[src/rtl/csr_file.sv]
// Control/status register file for the RISC-V core: tohost, scratch bank and
// 64-bit cycle/instret counters, with CSRRW/CSRRS/CSRRC ops and a one-deep commit pipeline.
module csr_file #(
  parameter int          XLEN         = 32,
  parameter int          NUM_SCRATCH  = 4,
  parameter logic [11:0] SCRATCH_BASE = 12'h340,
  parameter logic [11:0] TOHOST_ADDR  = 12'h51E,
  parameter int          CNT_WIDTH    = 64
) (
  input  logic            clk,
  input  logic            rst,
  input  logic            csr_en,
  input  logic [1:0]      csr_op,
  input  logic [11:0]     csr_addr,
  input  logic [XLEN-1:0] csr_wdata,
  input  logic            instr_retire,
  output logic [XLEN-1:0] csr_rdata,
  output logic [XLEN-1:0] tohost,
  output logic            tohost_valid,
  output logic            illegal
);

  localparam logic [11:0] ADDR_CYCLE    = 12'hC00;
  localparam logic [11:0] ADDR_CYCLEH   = 12'hC80;
  localparam logic [11:0] ADDR_INSTRET  = 12'hC02;
  localparam logic [11:0] ADDR_INSTRETH = 12'hC82;

  typedef enum logic [1:0] {
    OP_READ  = 2'b00,
    OP_WRITE = 2'b01,
    OP_SET   = 2'b10,
    OP_CLEAR = 2'b11
  } csr_op_e;

  csr_op_e op;
  assign op = csr_op_e'(csr_op);

  // Architectural state
  logic [XLEN-1:0]      tohost_q;
  logic [XLEN-1:0]      scratch_q [NUM_SCRATCH];
  logic [CNT_WIDTH-1:0] cycle_q;
  logic [CNT_WIDTH-1:0] instret_q;

  // Pending commit stage and registered illegal pulse
  logic            p_we_q,   p_we_d;
  logic [11:0]     p_addr_q;
  logic [XLEN-1:0] p_data_q, p_data_d;
  logic            illegal_q, illegal_d;

  // Counters padded to two words so the high half is zero-extended for free
  logic [2*XLEN-1:0] cycle_ext;
  logic [2*XLEN-1:0] instret_ext;
  assign cycle_ext   = (2*XLEN)'(cycle_q);
  assign instret_ext = (2*XLEN)'(instret_q);

  logic [XLEN-1:0] arch_val;
  logic [XLEN-1:0] old_val;
  logic            mapped;
  logic            read_only;
  logic            wr_req;

  // NOTE: every signal assigned in an always_comb gets a default first, so no path can infer a latch.
  always_comb begin
    arch_val  = '0;
    mapped    = 1'b0;
    read_only = 1'b0;
    if (csr_addr == TOHOST_ADDR) begin
      arch_val = tohost_q;
      mapped   = 1'b1;
    end
    for (int i = 0; i < NUM_SCRATCH; i++) begin
      if (csr_addr == SCRATCH_BASE + 12'(i)) begin
        arch_val = scratch_q[i];
        mapped   = 1'b1;
      end
    end
    case (csr_addr)
      ADDR_CYCLE:    begin arch_val = cycle_ext[XLEN-1:0];        mapped = 1'b1; read_only = 1'b1; end
      ADDR_CYCLEH:   begin arch_val = cycle_ext[2*XLEN-1:XLEN];   mapped = 1'b1; read_only = 1'b1; end
      ADDR_INSTRET:  begin arch_val = instret_ext[XLEN-1:0];      mapped = 1'b1; read_only = 1'b1; end
      ADDR_INSTRETH: begin arch_val = instret_ext[2*XLEN-1:XLEN]; mapped = 1'b1; read_only = 1'b1; end
      default: ;
    endcase
  end

  // A write still sitting in the pending stage is newer than the register it targets
  assign old_val = (p_we_q && (p_addr_q == csr_addr)) ? p_data_q : arch_val;

  // Set/clear with an empty mask never modifies anything, so it is not a write
  assign wr_req = csr_en && ((op == OP_WRITE) ||
                  (((op == OP_SET) || (op == OP_CLEAR)) && (csr_wdata != '0)));

  always_comb begin
    p_data_d = old_val;
    case (op)
      OP_WRITE: p_data_d = csr_wdata;
      OP_SET:   p_data_d = old_val | csr_wdata;
      OP_CLEAR: p_data_d = old_val & ~csr_wdata;
      default:  p_data_d = old_val;
    endcase
  end

  assign p_we_d    = wr_req && mapped && !read_only;
  assign illegal_d = csr_en && (!mapped || (read_only && wr_req));

  // NOTE: all state uses non-blocking assignments so every register samples pre-edge values.
  always_ff @(posedge clk) begin
    if (rst) begin
      p_we_q    <= 1'b0;
      p_addr_q  <= '0;
      p_data_q  <= '0;
      illegal_q <= 1'b0;
      tohost_q  <= '0;
      cycle_q   <= '0;
      instret_q <= '0;
      // NOTE: the scratch bank is architecturally visible, so it is reset like any other register.
      for (int i = 0; i < NUM_SCRATCH; i++) begin
        scratch_q[i] <= '0;
      end
    end else begin
      p_we_q    <= p_we_d;
      p_addr_q  <= csr_addr;
      p_data_q  <= p_data_d;
      illegal_q <= illegal_d;
      if (p_we_q) begin
        if (p_addr_q == TOHOST_ADDR) begin
          tohost_q <= p_data_q;
        end
        for (int i = 0; i < NUM_SCRATCH; i++) begin
          if (p_addr_q == SCRATCH_BASE + 12'(i)) begin
            scratch_q[i] <= p_data_q;
          end
        end
      end
      cycle_q <= cycle_q + CNT_WIDTH'(1);
      if (instr_retire) begin
        instret_q <= instret_q + CNT_WIDTH'(1);
      end
    end
  end

  // tohost shows a committed write in the cycle right after its request
  assign tohost_valid = p_we_q && (p_addr_q == TOHOST_ADDR);
  assign tohost       = tohost_valid ? p_data_q : tohost_q;
  assign csr_rdata    = csr_en ? old_val : '0;
  assign illegal      = illegal_q;

endmodule

[config.mk]
export PLATFORM = sky130hd
export DESIGN_NAME = csr_file
export DESIGN_NICKNAME = d
export VERILOG_FILES = /design/src/rtl/csr_file.sv
export SDC_FILE = /design/constraint.sdc
export NUM_CORES = 1
export LEC_CHECK = 0
export ABC_AREA = 0
export ABC_CLOCK_PERIOD_IN_PS = 6600
export CORE_MARGIN = 3
export CORE_UTILIZATION = 35
export DETAILED_ROUTE_END_ITERATION = 7
export GPL_TIMING_DRIVEN = 0
export PLACE_DENSITY_LB_ADDON = 0.25
export SYNTH_ARGS = -nofsm -noshare
export SYNTH_HDL_FRONTEND = slang
export SYNTH_SLANG_ARGS = --single-unit
[constraint.sdc]
create_clock -name clk -period 6.6 [get_ports clk]
set_clock_uncertainty 0.15 [all_clocks]
set_input_delay 1.32 -clock clk [delete_from_list [all_inputs] [get_ports clk]]
set_output_delay 1.32 -clock clk [all_outputs]
set_load 0.02 [all_outputs]
==> results of run 1 <==
-- where the power goes --
| part | leakage [nW] | total [mW] | switching, mW | internal, mW |
|---|---|---|---|---|
| registers | 3.04 | 2.20 | 0.0285 | 2.17 |
| clock network | 0.651 | 2.28 | 0.949 | 1.33 |
| logic | 3.36 | 0.239 | 0.160 | 0.0790 |
-- layer usage --
layer | up-vias | part of all wire (%) | global-route usage, % | wire (µm)
li1 | 6854 | - | - | -
met5 | - | 0.018 | 0 | 11
met3 | 115 | 8.3 | 5.03 | 5060
met4 | 2 | 2.8 | 7.13 | 1730
met2 | 703 | 47 | 38.9 | 28400
met1 | 7343 | 42 | 31.0 | 25900
-- repair_timing --
item	CTS	global route
setup endpoints to repair	19	21
setup buffers	2	5
gates resized for setup	15	12
pin swaps	1	1
-- worst max-delay path by stage --
stage / cells after the start / end / from
5_1_grt: 11 / csr_rdata[12] / csr_addr[2]
6_report: 10 / csr_rdata[29] / csr_addr[3]
3_3_place_gp: 11 / csr_rdata[10] / csr_addr[3]
4_1_cts: 11 / csr_rdata[10] / csr_addr[3]
3_5_place_dp: 11 / csr_rdata[10] / csr_addr[3]
2_1_floorplan: 10 / csr_rdata[26] / csr_addr[0]
-- kinds of logic (layout without fill, tap and decap cells) --
logic type	after synthesis	count (layout)	synth area share, %
AO/OA/AOI/OAI	400	400	15.2
XOR/XNOR	114	114	5.91
adder cells (fa/ha/maj)	2	2	0.148
buffers and inverters	159	350	3.66
flip-flops	334	334	47.2
multiplexers	56	56	3.55
AND/OR/NAND/NOR	742	742	24.4
-- final cells by class --
type,instances,area (µm²),share of cell area (%)
Clock inverter,23,239,1.18
Tap cell,607,759,3.74
Inverter,43,161,0.795
Buffer,116,464,2.29
Sequential cell,334,7970,39.3
Timing Repair Buffer,120,1190,5.88
Multi-Input combinational cell,1314,8430,41.5
Clock buffer,48,1080,5.33
-- state kept, by name (all words and copies together) (netlist names) --
name,count
cycle_ext,64
illegal,1
instret_ext,64
p_addr_q,12
p_data_q,32
p_we_q,1
scratch_q,128
tohost_q,32
-- cells in the mapped netlist (17+ instances only) --
cell	n
sky130_fd_sc_hd__a211oi_1	22
sky130_fd_sc_hd__a22oi_1	45
sky130_fd_sc_hd__inv_1	42
sky130_fd_sc_hd__clkbuf_1	100
sky130_fd_sc_hd__xnor2_1	43
sky130_fd_sc_hd__nand3_1	77
sky130_fd_sc_hd__or3_1	38
sky130_fd_sc_hd__edfxtp_1	128
sky130_fd_sc_hd__o22ai_1	51
sky130_fd_sc_hd__mux2i_1	24
sky130_fd_sc_hd__xor2_1	71
sky130_fd_sc_hd__nor2_1	139
sky130_fd_sc_hd__nor2b_1	64
sky130_fd_sc_hd__o21ai_0	100
sky130_fd_sc_hd__nand2_1	121
sky130_fd_sc_hd__and3_1	31
sky130_fd_sc_hd__dfxtp_1	206
sky130_fd_sc_hd__nand4_1	30
sky130_fd_sc_hd__and4_1	17
sky130_fd_sc_hd__a21oi_1	78
sky130_fd_sc_hd__and2_1	150
sky130_fd_sc_hd__mux2_2	32
-- metrics by stage --
| stage | area [µm²] | TNS (ps) | power [mW] | hold WS, ps | setup WS, ps |
|---|---|---|---|---|---|
| floorplan | 16900 | 0 | 2.35 | 291 | 1710 |
| global placement | 18800 | -4740 | 2.47 | 315 | -479 |
| detailed placement | 18800 | -4350 | 2.48 | 316 | -461 |
| CTS | 20200 | 0 | 4.74 | 329 | 12.7 |
| global route | 20300 | -3.84 | 4.85 | 356 | -3.84 |
| finish | 20300 | 0 | 4.72 | 325 | 82.0 |
==> results list, run 1 <==
- Most frequent standard cell in the layout excluding fill and tap cells: sky130_fd_sc_hd__dfxtp_1
* Hold path startpoint: cycle_ext[0]$_SDFF_PP0_
- Initial core utilization: 35.8%
- Number of inserted filler cells in the final layout: 4560
- Count of pins over their slew limit: 0
- The critical path goes through clkdlybuf4s50_1, buf_2, xnor2_1, nand3_1, nor4_4, buf_2, clkbuf_1, nand2_1, a21oi_1, clkdlybuf4s50_1.
- TritonCTS built the clock tree.
- Die Outline Area: 50900 µm²
- For this run, design rule violations remaining after detail routing come to 0.
* Mapped Nets: 1859
- After synthesis, the netlist uses 68 different library cells.
* Sort of element at the end of the critical path: output pin
- For hold timing, the worst endpoint is cycle_ext[0]$_SDFF_PP0_.
- Cells fill 43.1% of the core in the end.
- Remaining antenna violation count: 0
* Vias in the first global route: 14487
* Number of vias after detailed routing: 15017
- Across the run, the number of max-cap violations was 0.
- Headroom to the max-slew limit: 22.8%
- The critical path contains buffers and inverters numbering 5 combined.
* Seq/Total Area, Yosys: 47.2%
- Worst Path Arrival: 5050 ps
- For the worst flop-to-flop path, the logic depth is 10.
* Total inserted antenna cells: 0
- The worst setup path is launched from a primary input.
- Counting tap cells, the placed design contains a total of 2527 instances.
- Counting the buffers created by CTS gives 39.
* Share of synthesized registers carrying an async set or reset: 0%
- Routability-driven placement finished with a final weighted congestion of 0.912.
- Overall die width: 226 µm
* Clock edge transition at the registers on the reported setup and hold paths: 60 ps
* Worst voltage drop across the vdd grid: 0.143 mV
* Root Driver: sky130_fd_sc_hd__clkbuf_16
- The worst path in the final design needs a cycle of 6520 ps, including I/O delays and setup.
- The top cell types in the final layout, fill and taps aside, are sky130_fd_sc_hd__dfxtp_1, sky130_fd_sc_hd__and2_1, sky130_fd_sc_hd__nor2_1, sky130_fd_sc_hd__edfxtp_1, sky130_fd_sc_hd__nand2_1.
* Combined global-route utilization of all metal layers: 23.6%
- Synth area leader: sky130_fd_sc_hd__dfxtp_1
- Global-route wire length before repair: 91000 µm
- The run finished with clean final reports.
- The worst setup path is of the in -> out kind.
* Die height: 226 µm
- Post-layout instance count excluding filler cells: 2605
- The synthesized design contains 128 enable-type register cells.
- Number of DRC markers in iteration 0: 1505
- During I/O placement, the number of pins put on the boundary was 116.
- CTS built an H-tree with a depth of 2.
- Along the worst path, the maximum fanout reaches 10.
- Counting instances, the worst hold path has a depth of 1.
- Residual overflow from global routing: 0
- Summed over all cells, the static leakage comes to 7.05 nW.
* CP max stage cell: sky130_fd_sc_hd__clkdlybuf4s50_1
* Area grow syn2layout: 20.2%
* Power density of the placed cells: 233 nW/µm²
- Top-area cell type share of the netlist area: 24.4%
* Worst reg2reg setup slack: 3050 ps
* Port Buffers: 112
- Post-DR vias/cell: 5.76
- Count of clock tree sinks: 334
- Total length of routed wires: 61100 µm
* Synthesized instance count: 1807
- Number of iterations in the first detailed-routing pass: 6
- Entering global routing, the biggest net connects 33 pins.
- Achievable frequency: 153 MHz
- For the pin with the worst max-slew slack, the measured transition is 1160 ps.
* Number of antenna violations at the first check in global routing: 1
* Cell family contributing the most delay on the critical path: buffers and inverters
* Total Nets Final: 2020
* Reg-to-Reg End: p_data_q[27]$_SDFF_PP0_
- For the worst-skew pair, the clock arrives at the later sink with an insertion delay of 570 ps.
- Predominant post-synthesis flop cell: sky130_fd_sc_hd__dfxtp_1
* Hold Fails Final Rpt: 0
* Synth warnings: 0
- Largest incremental delay on the critical path: 700 ps
* Post-synth design cell area: 16900 µm²
- Hold buffers post-CTS: 0
* Number of endpoints failing setup at the final stage: 0
- Startpoint of the lowest-slack register-to-register path: p_addr_q[0]$_SDFF_PP0_
* Final cycle utilization of the critical path: 98.8%
- A synthesized cell averages 9.35 µm².
- Ranked by total cell area, the synthesized netlist is headed by sky130_fd_sc_hd__dfxtp_1, sky130_fd_sc_hd__edfxtp_1, sky130_fd_sc_hd__and2_1.
- Row generation in the floorplan step produced 79 rows.
- The worst hold path belongs to the class reg -> reg.
* Share of post-route cells with drive strength above 1: 8.26%
* CP required: 5130 ps
- Detailed placement finished with a half-perimeter wire length of 44300 µm.
* Number of synthesized register bits: 334
- DR WL/cell: 23.5 µm
- Placeable core area: 47100 µm²
- The clock passes through at most 3 buffers.
No activity file was read; power rests on OpenSTA's default activity.
==> run 2: changes to the inputs <==
--- a/config.mk
+++ b/config.mk
@@ -7,11 +7,11 @@
 export LEC_CHECK = 0
 export ABC_AREA = 0
 export ABC_CLOCK_PERIOD_IN_PS = 6600
+export CORE_ASPECT_RATIO = 1.2
 export CORE_MARGIN = 3
 export CORE_UTILIZATION = 35
 export DETAILED_ROUTE_END_ITERATION = 7
 export GPL_TIMING_DRIVEN = 0
-export PLACE_DENSITY_LB_ADDON = 0.25
 export SYNTH_ARGS = -nofsm -noshare
 export SYNTH_HDL_FRONTEND = slang
 export SYNTH_SLANG_ARGS = --single-unit
==> run 2 against run 1 <==
Effect of this change:
- the run now ends with negative setup slack left
- die area hardly changed
- total power is 4.5% lower
- first-iteration DRC count is 1.2% higher
- flip-flop and latch count stayed put
- fmax is 1.7% lower
- wire length is 0.28% lower
- core utilization is 0.41 points lower
- global-route usage is 0.23 points lower
- largest cell class unchanged
==> results list, run 2 (synthesis results as in run 1) <==
- The worst register-to-register path ends at tohost_q[23]$_SDFFE_PP0P_.
* Post-layout instance count excluding filler cells: 2615 (+0.38%)
- Hold path startpoint: cycle_ext[60]$_SDFF_PP0_
- Count of clock tree sinks: 334 (unchanged)
- The leakage power total is 6.99 nW (-0.78%).
- The final period demand of the worst path came to 6630 ps (+109 ps).
* Largest incremental delay on the critical path: 600 ps (-100 ps)
- The number of antenna violations at the first check in global routing came to 0 (-1).
- Placeable core area: 47400 µm² (+0.43%)
- The global placement routability congestion was 0.955 (+4.8%).
- The filler cell count is 4596 (+0.79%).
- TritonCTS clock tree: built
- The number of nets with antenna violations after routing is 0 (unchanged).
* Overall power: 4.51 mW (-4.5%)
* Residual overflow from global routing: 0 (unchanged)
* H-tree Lvls: 2 (unchanged)
- Top-Level Pins: 116 (unchanged)
* CP max stage cell: sky130_fd_sc_hd__clkdlybuf4s50_1
- Leaving out fill and tap cells, the most frequent cell in the layout is sky130_fd_sc_hd__dfxtp_1.
- The number of global-route vias before repair came to 14505 (+0.12%).
* Headroom to the max-slew limit: 6.73% (-16 points)
- The multi-input logic area is 8410 µm² (-0.30%).
* Cell-by-cell trace of the critical path: clkdlybuf4s50_1, buf_2, nor4_4, buf_4, clkbuf_1, a22oi_1, o221ai_1, nand2b_1, o21ai_0, and2_1, clkdlybuf4s50_1
* Crit start category: primary input
- Overall die width: 207 µm (-8.5%)
- The peak fanout along the critical path is 10 (unchanged).
* Total Nets Final: 2019 (-0.050%)
- Number of DRC markers in iteration 0: 1523 (+1.2%)
- The clock buffer count from CTS was 37 (-5.1%).
- The share of layout cells above drive strength 1 was 7.93% (-0.33 points).
- The highest achievable clock rate came to 151 MHz (-1.7%).
- The number of buffers on the longest clock path is 3 (unchanged).
* Half-perimeter wire length after detailed placement: 44800 µm (+1.1%)
- Number of cells on the worst hold path: 2 (+1)
- The average wire length per cell after detail routing came to 23.3 µm (-0.66%).
- Number of flip-flops in the largest register: 128 (unchanged)
* Clock edge transition at the registers on the reported setup and hold paths: 60 ps (about the same)
* Post-DR vias/cell: 5.70 (-1.2%)
- The pin count of the biggest net entering global routing came to 33 (unchanged).
- The first-pass detailed-route iteration total is 6 (unchanged).
- Top register by number of flip-flops: scratch_q
* Post-route DRC: 0 (unchanged)
* Total length of routed wires: 60900 µm (-0.28%)
* Critical path's most frequent cell: sky130_fd_sc_hd__clkdlybuf4s50_1
* Start-to-end type of the worst setup path: in -> out
- Combined global-route utilization of all metal layers: 23.3% (-0.23 points)
* Die Outline Area: 51000 µm² (about the same)
* Port Buffers: 112 (unchanged)
- Register area: 7970 µm² (unchanged)
* Worst reg2reg setup slack: 3060 ps (about the same)
- The run finished, with violations left.
- Clock tree synthesis selected as its root buffer the cell sky130_fd_sc_hd__clkbuf_16.
* Global-route wire length before repair: 90000 µm (-1.1%)
- The setup slack after layout is -27.4 ps (-109 ps).
- Total Negative Setup Slacks: -27.4 ps (-27.4 ps)
- The power density normalized to cell area came to 223 nW/µm² (-4.0%).
- The worst path required time is 5130 ps (about the same).
- Area grow syn2layout: 19.5%
- Die height: 247 µm (+9.3%)
* Class of the worst hold path: reg -> reg
- Hold buffers post-CTS: 0 (unchanged)
- The arrival time of data at the critical path endpoint was 5160 ps (+110 ps).
- The number of cells on the worst reg-to-reg path came to 8 (-2).
- The number of cells in the design after placement was 2543 (+0.63%).
- Startpoint of the lowest-slack register-to-register path: p_addr_q[1]$_SDFF_PP0_
- The source-to-sink clock delay at the later pin of the worst-skew pair was 550 ps (-20 ps).
- Worst Tran Pin Value: 1400 ps (+238 ps)
- Hold Fails Final Rpt: 0 (unchanged)
* Count of pins over their slew limit: 0 (unchanged)
* Violated checks: negative setup slack
- The final cycle utilization of the critical path came to 100% (+1.7 points).
- Worst voltage drop across the vdd grid: 0.141 mV (-1.7%)
- The top cell types in the final layout, fill and taps aside, are sky130_fd_sc_hd__dfxtp_1, sky130_fd_sc_hd__and2_1, sky130_fd_sc_hd__nor2_1, sky130_fd_sc_hd__edfxtp_1, sky130_fd_sc_hd__nand2_1.
- Number of endpoints failing setup at the final stage: 1 (+1)
- The path with the worst hold slack has its endpoint at cycle_ext[60]$_SDFF_PP0_.
- Maximum Capacitance Violations: 0 (unchanged)
* Setup repair after global routing missed its margin: no
- STA classifies the critical path endpoint as an output pin.
- Total inserted antenna cells: 0 (unchanged)
- Number of standard-cell rows in the floorplan: 87 (+10%)
- The post-layout utilization of the core came to 42.6% (-0.41 points).
- Number of vias after detailed routing: 14898 (-0.79%)
- The starting utilization of the core area is 35.7% (-0.15 points).
-- run 2: cell types whose count changed in the layout (fill, tap and decap cells not counted), moves of 2 or more --
cell,change
sky130_fd_sc_hd__bufinv_16,-4
sky130_fd_sc_hd__clkbuf_16,-2
sky130_fd_sc_hd__clkinvlp_4,-3
sky130_fd_sc_hd__a221oi_2,-3
sky130_fd_sc_hd__clkbuf_8,+7
sky130_fd_sc_hd__clkbuf_2,+2
sky130_fd_sc_hd__clkinv_2,-5
sky130_fd_sc_hd__a221oi_1,+3
sky130_fd_sc_hd__clkinv_1,-3
-- run 2: report_power, final --
| group | total, mW | internal (mW) | switching (mW) | leakage [nW] |
|---|---|---|---|---|
| Clock | 2.07 | 1.20 | 0.874 | 0.598 |
| Sequential | 2.20 | 2.17 | 0.0292 | 3.04 |
| Combinational | 0.236 | 0.0786 | 0.158 | 3.35 |
-- run 2: layout make-up --
cell class / instances / area share (%)
multi-input cells: 1314 / 41.6
flip-flops and latches: 334 / 39.5
repair buffers: 121 / 5.95
clock buffers: 57 / 5.66
well taps: 623 / 3.86
plain buffers: 116 / 2.33
inverters: 43 / 0.799
clock inverters: 7 / 0.304
-- run 2: repair_timing --
action / CTS / global route
pin swaps: 1 / 3
buffers inserted: 2 / 6
endpoints found under the setup margin: 18 / 18
resized for setup: 14 / 17
cloned: 0 / 0
endpoints found under the hold margin: 0 / 0
-- run 2: metrics by stage --
step / worst slack, ps / area [µm²] / hold slack (ps)
after floorplan: 1710 / 16900 / 291
after global placement: -414 / 18800 / 325
after detailed placement: -456 / 18800 / 337
after CTS: 4.08 / 20100 / 345
after global routing: 0.364 / 20200 / 382
final: -27.4 / 20200 / 351
-- run 2: how the worst max path moves through the flow --
stage,from,end,cells after the start
after CTS,csr_addr[3],csr_rdata[21],11
final,csr_addr[3],csr_rdata[17],11
after global placement,csr_addr[3],csr_rdata[28],11
after detailed placement,csr_addr[3],csr_rdata[28],11
after floorplan,csr_addr[0],csr_rdata[26],10
after global routing,csr_addr[3],csr_rdata[12],11
-- run 2: critical path: cells and delay by family --
| kind | cells | cell delay [ps] |
|---|---|---|
| compound gates | 3 | 1010 |
| simple gates | 3 | 870 |
| buf+inv | 5 | 1930 |
-- run 2: metal layers --
layer | part of all wire (%) | wire (µm) | GRT usage [%] | vias to the layer above
met5 | 0 | 0 | 0 | -
met1 | 39 | 23700 | 28.3 | 7198
met4 | 4.6 | 2790 | 9.99 | 0
met3 | 7.2 | 4370 | 3.54 | 151
li1 | - | - | - | 6841
met2 | 49 | 30100 | 40.9 | 708
